`src/rtl/melody_sequencer.sv`:
```
// Sixteen-note buzzer sequencer: each step sounds for NOTE_TICKS cycles,
// then stays silent for GAP_TICKS cycles. Supports pause, stop and loop.
module melody_sequencer #(
  parameter int NOTE_TICKS = 12500000,
  parameter int GAP_TICKS  = 1250000,
  parameter int CNT_W      = 24
) (
  input  logic       clk,
  input  logic       rst,
  input  logic       start,
  input  logic       stop,
  input  logic       pause,
  input  logic       loop,
  output logic [3:0] buz_data,
  output logic       enable,
  output logic       busy,
  output logic       done
);

  typedef enum logic [1:0] {
    IDLE,
    PLAY,
    GAP,
    DONE
  } state_t;

  localparam logic [CNT_W-1:0] NOTE_LAST =
    CNT_W'(NOTE_TICKS - 1);
  localparam logic [CNT_W-1:0] GAP_LAST =
    CNT_W'((GAP_TICKS > 0) ? GAP_TICKS - 1 : 0);
  localparam bit HAS_GAP = (GAP_TICKS > 0);

  state_t           state;
  state_t           state_nx;
  logic [3:0]       step;
  logic [3:0]       step_nx;
  logic [CNT_W-1:0] cnt;
  logic [CNT_W-1:0] cnt_nx;
  logic             step_end;
  logic [3:0]       buz_nx;
  logic             en_nx;
  logic             busy_nx;
  logic             done_nx;

  always_comb begin
    state_nx = state;
    step_nx  = step;
    cnt_nx   = cnt;
    step_end = 1'b0;
    if (stop) begin
      state_nx = IDLE;
      step_nx  = '0;
      cnt_nx   = '0;
    end else begin
      unique case (state)
        IDLE: begin
          if (start) begin
            state_nx = PLAY;
            step_nx  = '0;
            cnt_nx   = '0;
          end
        end
        PLAY: begin
          if (!pause) begin
            if (cnt == NOTE_LAST) begin
              if (HAS_GAP) begin
                state_nx = GAP;
                cnt_nx   = '0;
              end else begin
                step_end = 1'b1;
              end
            end else begin
              cnt_nx = cnt + 1'b1;
            end
          end
        end
        GAP: begin
          if (!pause) begin
            if (cnt == GAP_LAST) begin
              step_end = 1'b1;
            end else begin
              cnt_nx = cnt + 1'b1;
            end
          end
        end
        DONE: state_nx = IDLE;
        default: state_nx = IDLE;
      endcase
    end
    // Only the last step can wrap the 4-bit step, and only when looping
    if (step_end) begin
      cnt_nx = '0;
      if (step != 4'hf) begin
        state_nx = PLAY;
        step_nx  = step + 4'd1;
      end else if (loop) begin
        state_nx = PLAY;
        step_nx  = '0;
      end else begin
        state_nx = DONE;
        step_nx  = '0;
      end
    end
  end

  always_comb begin
    busy_nx = (state_nx == PLAY) || (state_nx == GAP);
    en_nx   = (state_nx == PLAY) && !pause;
    done_nx = (state_nx == DONE);
    buz_nx  = busy_nx ? step_nx : 4'd0;
  end

  always_ff @(posedge clk or negedge rst) begin
    if (!rst) begin
      state    <= IDLE;
      step     <= '0;
      cnt      <= '0;
      buz_data <= '0;
      enable   <= 1'b0;
      busy     <= 1'b0;
      done     <= 1'b0;
    end else begin
      state    <= state_nx;
      step     <= step_nx;
      cnt      <= cnt_nx;
      buz_data <= buz_nx;
      enable   <= en_nx;
      busy     <= busy_nx;
      done     <= done_nx;
    end
  end

endmodule

```
`config.mk`:
```
export PLATFORM = sky130hd
export DESIGN_NAME = melody_sequencer
export DESIGN_NICKNAME = d
export VERILOG_FILES = /design/src/rtl/melody_sequencer.sv
export SDC_FILE = /design/constraint.sdc
export NUM_CORES = 1
export LEC_CHECK = 0
export ABC_CLOCK_PERIOD_IN_PS = 3500
export BUFFER_PORTS_ARGS = -buffer_cell sky130_fd_sc_hd__buf_2
export CORE_ASPECT_RATIO = 0.75
export CORE_MARGIN = 2
export CORE_UTILIZATION = 40
export DETAILED_ROUTE_END_ITERATION = 7
export GPL_ROUTABILITY_DRIVEN = 0
export GPL_TIMING_DRIVEN = 0
export MAX_ROUTING_LAYER = met4
export PLACE_DENSITY_LB_ADDON = 0.15
export SLEW_MARGIN = 20
export SYNTH_ARGS = -nofsm -noshare
export SYNTH_HDL_FRONTEND = slang
export SYNTH_SLANG_ARGS = --single-unit
```
`constraint.sdc`:
```
create_clock -name clk -period 3.5 [get_ports clk]
set_input_delay 0.175 -clock clk [delete_from_list [all_inputs] [get_ports clk]]
set_output_delay 0.175 -clock clk [all_outputs]
set_load 0.02 [all_outputs]
```
Yosys cells after proc, flatten, opt, wreduce, memory -nomap -nowiden
Index checks and enable logic that the tools add are counted.

word-level totals
  word-level logic and storage cells = 54
  register bits = 37
  input port bits = 6
  output and inout port bits = 7

cells by class
  reductions and logical operators = 6
  add/subtract/negate cells = 2
  multiplexer cells = 26
  equal/unequal tests = 13

operators by type and width
  operator                                                           number
  24-bit two-way mux                                                 7
  24-bit case mux with 3 select lines                                1
  24-bit by 1-bit adder with 24-bit output, second input constant    1
  24-bit by 21-bit == test with 1-bit output, second input constant  1
  24-bit == test, second input constant                              1
  4-bit two-way mux                                                  6
  4-bit inequality test, second input constant                       5
  2-bit two-way mux                                                  7
  2-bit == test, second input constant                               4
  2-bit case mux with 3 select lines                                 1
  5-bit AND reduction                                                1
  5-bit nonzero test                                                 1
  4-bit by 1-bit adder with 4-bit output, second input constant      1
  2-bit by 1-bit == test with 1-bit output, second input constant    2
  1-bit two-way mux                                                  4
  2-bit logical NOT                                                  1
  1-bit logical AND                                                  1
  1-bit logical NOT                                                  1
  1-bit logical OR                                                   1

Depth between registers and ports, before layout
  depth after elaboration = 9
  mapped depth = 10
  mapped depth without buffers = 10

Worst setup path after synthesis
No wires, ideal clock.

  kind = flip-flop to flip-flop
  start point = reg cnt[8]
  end point = reg buz_data[3]
  path slack = 0.546 ns
  library setup time = 0.122 ns
  data arrival time = 2.832 ns
  path buffers = 1
  clock period less this slack = 2.954 ns
  stages on the path, launching flop included = 9
  required time = 3.378 ns
  cells stage by stage = dfrtp_1 buf_2 or4_4 or4_4 or4_1 a311oi_1 ha_1 nand2_1 nor2_1

on the way
  cells in the longest elaborated chain, start to end = 9
  elaborated cells between the ends (all ways) = 16
  classes of those cells = eq/ne: 4; mux: 11; reduce/logical: 1

RTL lines
  element                                                                              RTL line  source
  from (decl)                                                                          37        logic [CNT_W-1:0] cnt;
  from (signal assigned)                                                               125       cnt <= cnt_nx;
  24-bit == test / 24-bit by 21-bit == test with 1-bit output (equally long branches)  65, 79
  2-bit two-way mux / 1-bit two-way mux (equally long branches)                        65, 79
  2-bit two-way mux / 1-bit two-way mux (equally long branches)                        64, 78
  2-bit case mux with 3 select lines / 1-bit two-way mux (equally long branches)       n/a
  2-bit two-way mux / 1-bit two-way mux (equally long branches)                        50        if (stop) begin
  2-bit two-way mux (*)                                                                91        if (step_end) begin
  net state_nx[1]                                                                      34        state_t state_nx;
  2-bit by 1-bit == test with 1-bit output / 2-bit == test (equally long branches)     107       busy_nx = (state_nx == PLAY) || (state_nx == GAP);
  1-bit logical OR (*)                                                                 107
  net busy_nx                                                                          42        logic busy_nx;
  4-bit two-way mux (*)                                                                110       buz_nx = busy_nx ? step_nx : 4'd0;
  net buz_nx[3]                                                                        40        logic [3:0] buz_nx;
  to (signal assigned)                                                                 126       buz_data <= buz_nx;
  to (decl)                                                                            14        output logic [3:0] buz_data,

The timed path passes the listed nets; every way through them passes the cells marked *.
A chain may end at the register's enable or synchronous reset.

Final worst setup path
Same ends and word-level chain as after synthesis.

==> run_results.csv <==
group,metric,value,unit
pwr,ir_drop,0.186,mV
clock_tree,postCtsResizedCells,0,
worst_setup_path,crit_fanout,9,
logic_synthesis,yosys-top-cells-count,"dfrtp_1 (37), nor2_1 (20), inv_1 (17), nand3_1 (17), nand2_1 (15)",
pwr,power,0.000908,W
routing,wire_per_inst,17.5,um
placement,port_buffers,11,
routing,dr_total_vias,2057,
sta,slew_violations,0,
worst_setup_path,cp-start-kind,"flop",
worst_setup_path,critPathArrivalTime,3.53,ns
floorplanning,coreArea,0.00544,mm2
sta,hold_viol,37,
logic_synthesis,yosys_warnings,0,
cells_and_area,fin_util,0.472,
routing,drt_iter0_markers,135,
floorplanning,die_area,0.00637,mm2
logic_synthesis,async_flop_share,1.00,
clock_tree,h-tree-depth,2,
clock_tree,cts.sinks,37,
clock_tree,postCtsHoldBufs,0,
clock_tree,clkLatencyLatePin,0.30,ns
status,violations,"negative hold slack",
hold_path,worstHoldPathType,"primary input to asynchronous set/reset pin",
worst_setup_path,end_kind,"flop",
logic_synthesis,synth_cell_types,51,
worst_setup_path,path_class,"flop to flop",
global_route,grt_usage,0.208,
floorplanning,fp.dieW,91.5,um
logic_synthesis,yosysSeqAreaShare,0.403,
routing,vias_per_cell,5.95,
logic_synthesis,synth_edf_count,0,
routing,drcViolationCount,0,
logic_synthesis,yosysMostFrequentCell,"dfrtp_1",
sta,holdWs,-0.0225,ns
cells_and_area,antenna_cells,0,
clock_tree,numCtsBuffers,5,
logic_synthesis,avgSynthCellArea,9.12,um2
logic_synthesis,syn_area,0.00230,mm2
placement,pre_cts_slack,0.203,ns
logic_synthesis,synth_top_family_by_area,"simple AND/OR/NAND/NOR gates",
logic_synthesis,synth_area_leaders,"dfrtp_1 (40%), ha_1 (3.8%), nand3_1 (3.7%)",
worst_setup_path,ff2ff_setup_slack,0.15,ns
sta,fin_skew,0.00660,ns
logic_synthesis,synth_compound_area_frac,0.233,
status,status,"complete, but fails checks",
global_route,grt_pass1_wl,10200,um
sta,fmax,299,MHz
cells_and_area,finalNonFillerCells,346,
sta,fin_crit_sh,0.957,
pwr,power_density,354,mW/mm2
logic_synthesis,synth_cells,252,
placement,dp_cells,338,
routing,ant_nets,0,
global_route,grt_max_degree,38,
clock_tree,cts_setup_buffers,0,
global_route,overflow,0,
logic_synthesis,synth_xor_area_frac,0.00381,
floorplanning,rows,23,
logic_synthesis,synth-adder-area-share,0.0381,
floorplanning,ios,13,
pwr,leakagePower,1.00,nW
sta,rsz0062_at_grt,"no",
routing,drt_first_pass_iters,4,
logic_synthesis,yosys.area.top_type,"dfrtp_1",
sta,min_period,3.35,ns
worst_setup_path,required,3.69,ns
cells_and_area,drive_gt1_frac,0.122,
placement,hpwlAfterDp,4290,um
flow_run,drv_cap,0,
floorplanning,initial_core_util,0.422,
clock_tree,cts_tree,"done",
clock_tree,clk_pin_slew,0.09,ns
logic_synthesis,synth.net_count,265,
global_route,antenna_found_initial,0,
sta,maxSlewHeadroom,0.429,
routing,routed_wl,6040,um
logic_synthesis,ys_seq_elements,37,
floorplanning,dieHeight,69.6,um
cells_and_area,area_delta_synth_final,11.7,%
sta,tightest_slew,0.856,ns
logic_synthesis,ys.flop_type,"dfrtp_1",
logic_synthesis,synth_top_area_frac,0.403,
logic_synthesis,synthSimpleGateAreaFrac,0.247,
clock_tree,clockRootBuffer,"clkbuf_8",
logic_synthesis,synth_mux_area_frac,0.0180,
cells_and_area,nets,283,
global_route,grt_pass1_vias,1909,
clock_tree,clk_path_buf_depth,2,
sta,worst_slack,0.151,ns
sta,fin_setup_tns,0,ns
sta,setup_viol,0,
power breakdown:
part	leakage [nW]	switching, W	internal, W
Clock	0.0543	0.000177	0.000214
Sequential	0.514	0.00000173	0.000430
Combinational	0.435	0.0000591	0.0000265
through the flow:
step                hold slack [ns]  instance area (um2)
global placement              0.331                 2450
CTS                          0.0147                 2560
floorplan                    -0.121                 2300
detailed placement            0.343                 2450
global route                 0.0616                 2570
finish                      -0.0225                 2570
placed cells by master (no fill, tap or decap), drive strengths merged, types with 2 or more instances in the layout:
cell type / netlist / routed
a21boi: 2 / 2
nor2b: 3 / 3
or4: 4 / 4
nor4: 3 / 3
a21oi: 2 / 2
nand2: 15 / 15
a41oi: 2 / 2
o31ai: 4 / 4
a221o: 2 / 2
a32oi: 6 / 6
a31o: 8 / 8
o22ai: 5 / 5
nand3: 17 / 17
o41ai: 2 / 2
nand4: 12 / 12
nand2b: 2 / 2
and3: 3 / 3
nor2: 20 / 20
nor3: 12 / 12
clkbuf: 11 / 16
nand3b: 2 / 2
a31oi: 10 / 10
mux2i: 3 / 3
a22o: 9 / 9
o21ai: 8 / 8
and2: 4 / 4
inv: 17 / 17
ha: 7 / 7
dfrtp: 37 / 37
buf: 4 / 15
or3: 2 / 2
routing by layer:
metal	GRT usage	routed length (um)	vias up
met1	0.332	3280	1000
met2	0.259	2390	58
li1	-	-	994
met4	0.0556	42	0
met3	0.0402	327	5
met5	-	0	-
critical path, stage by stage (launching register included):
cell and delay (ns):
dfrtp_1 0.36, buf_2 0.17, or4_4 0.54, or4_4 0.57
or4_1 0.58, a311oi_1 0.43, ha_1 0.34, nand2_1 0.17
nor2_1 0.07
state kept, by name, summed over array words and instances (netlist names):
name      cells
busy          1
state         2
buz_data      4
step          4
cnt          24
enable        1
done          1
final cells by class:
type / instances / area (um2)
buffer: 15 / 67.6
tap: 75 / 93.8
clock buffer: 5 / 68.8
inverter: 17 / 63.8
sequential: 37 / 926
timing repair buffer: 11 / 55.1
clock inverter: 3 / 46.3
fill: 546 / 2870
multi-input combinational: 183 / 1240
logic make-up (layout without fill, tap and decap cells):
group | Yosys count | after routing
compound gates | 67 | 67
xor+xnor | 1 | 1
fa+ha+maj | 7 | 7
simple gates | 104 | 104
buf+inv | 32 | 51
flops | 37 | 37
mux | 4 | 4
path summary, 6_finish.rpt:
| check | from | end | cells after the start |
|---|---|---|---|
| worst max-delay path | cnt[8] | buz_data[3] | 8 |
| worst max register to register | cnt[8] | buz_data[3] | 8 |
| worst min-delay path | rst | buz_data[0] | 1 |
| worst min register to register | cnt[0] | cnt[0] | 1 |
| min in group clk | pause | enable | 2 |
| max in group asynchronous | rst | cnt[22] | 1 |
Power figures use the tool's default switching activity.
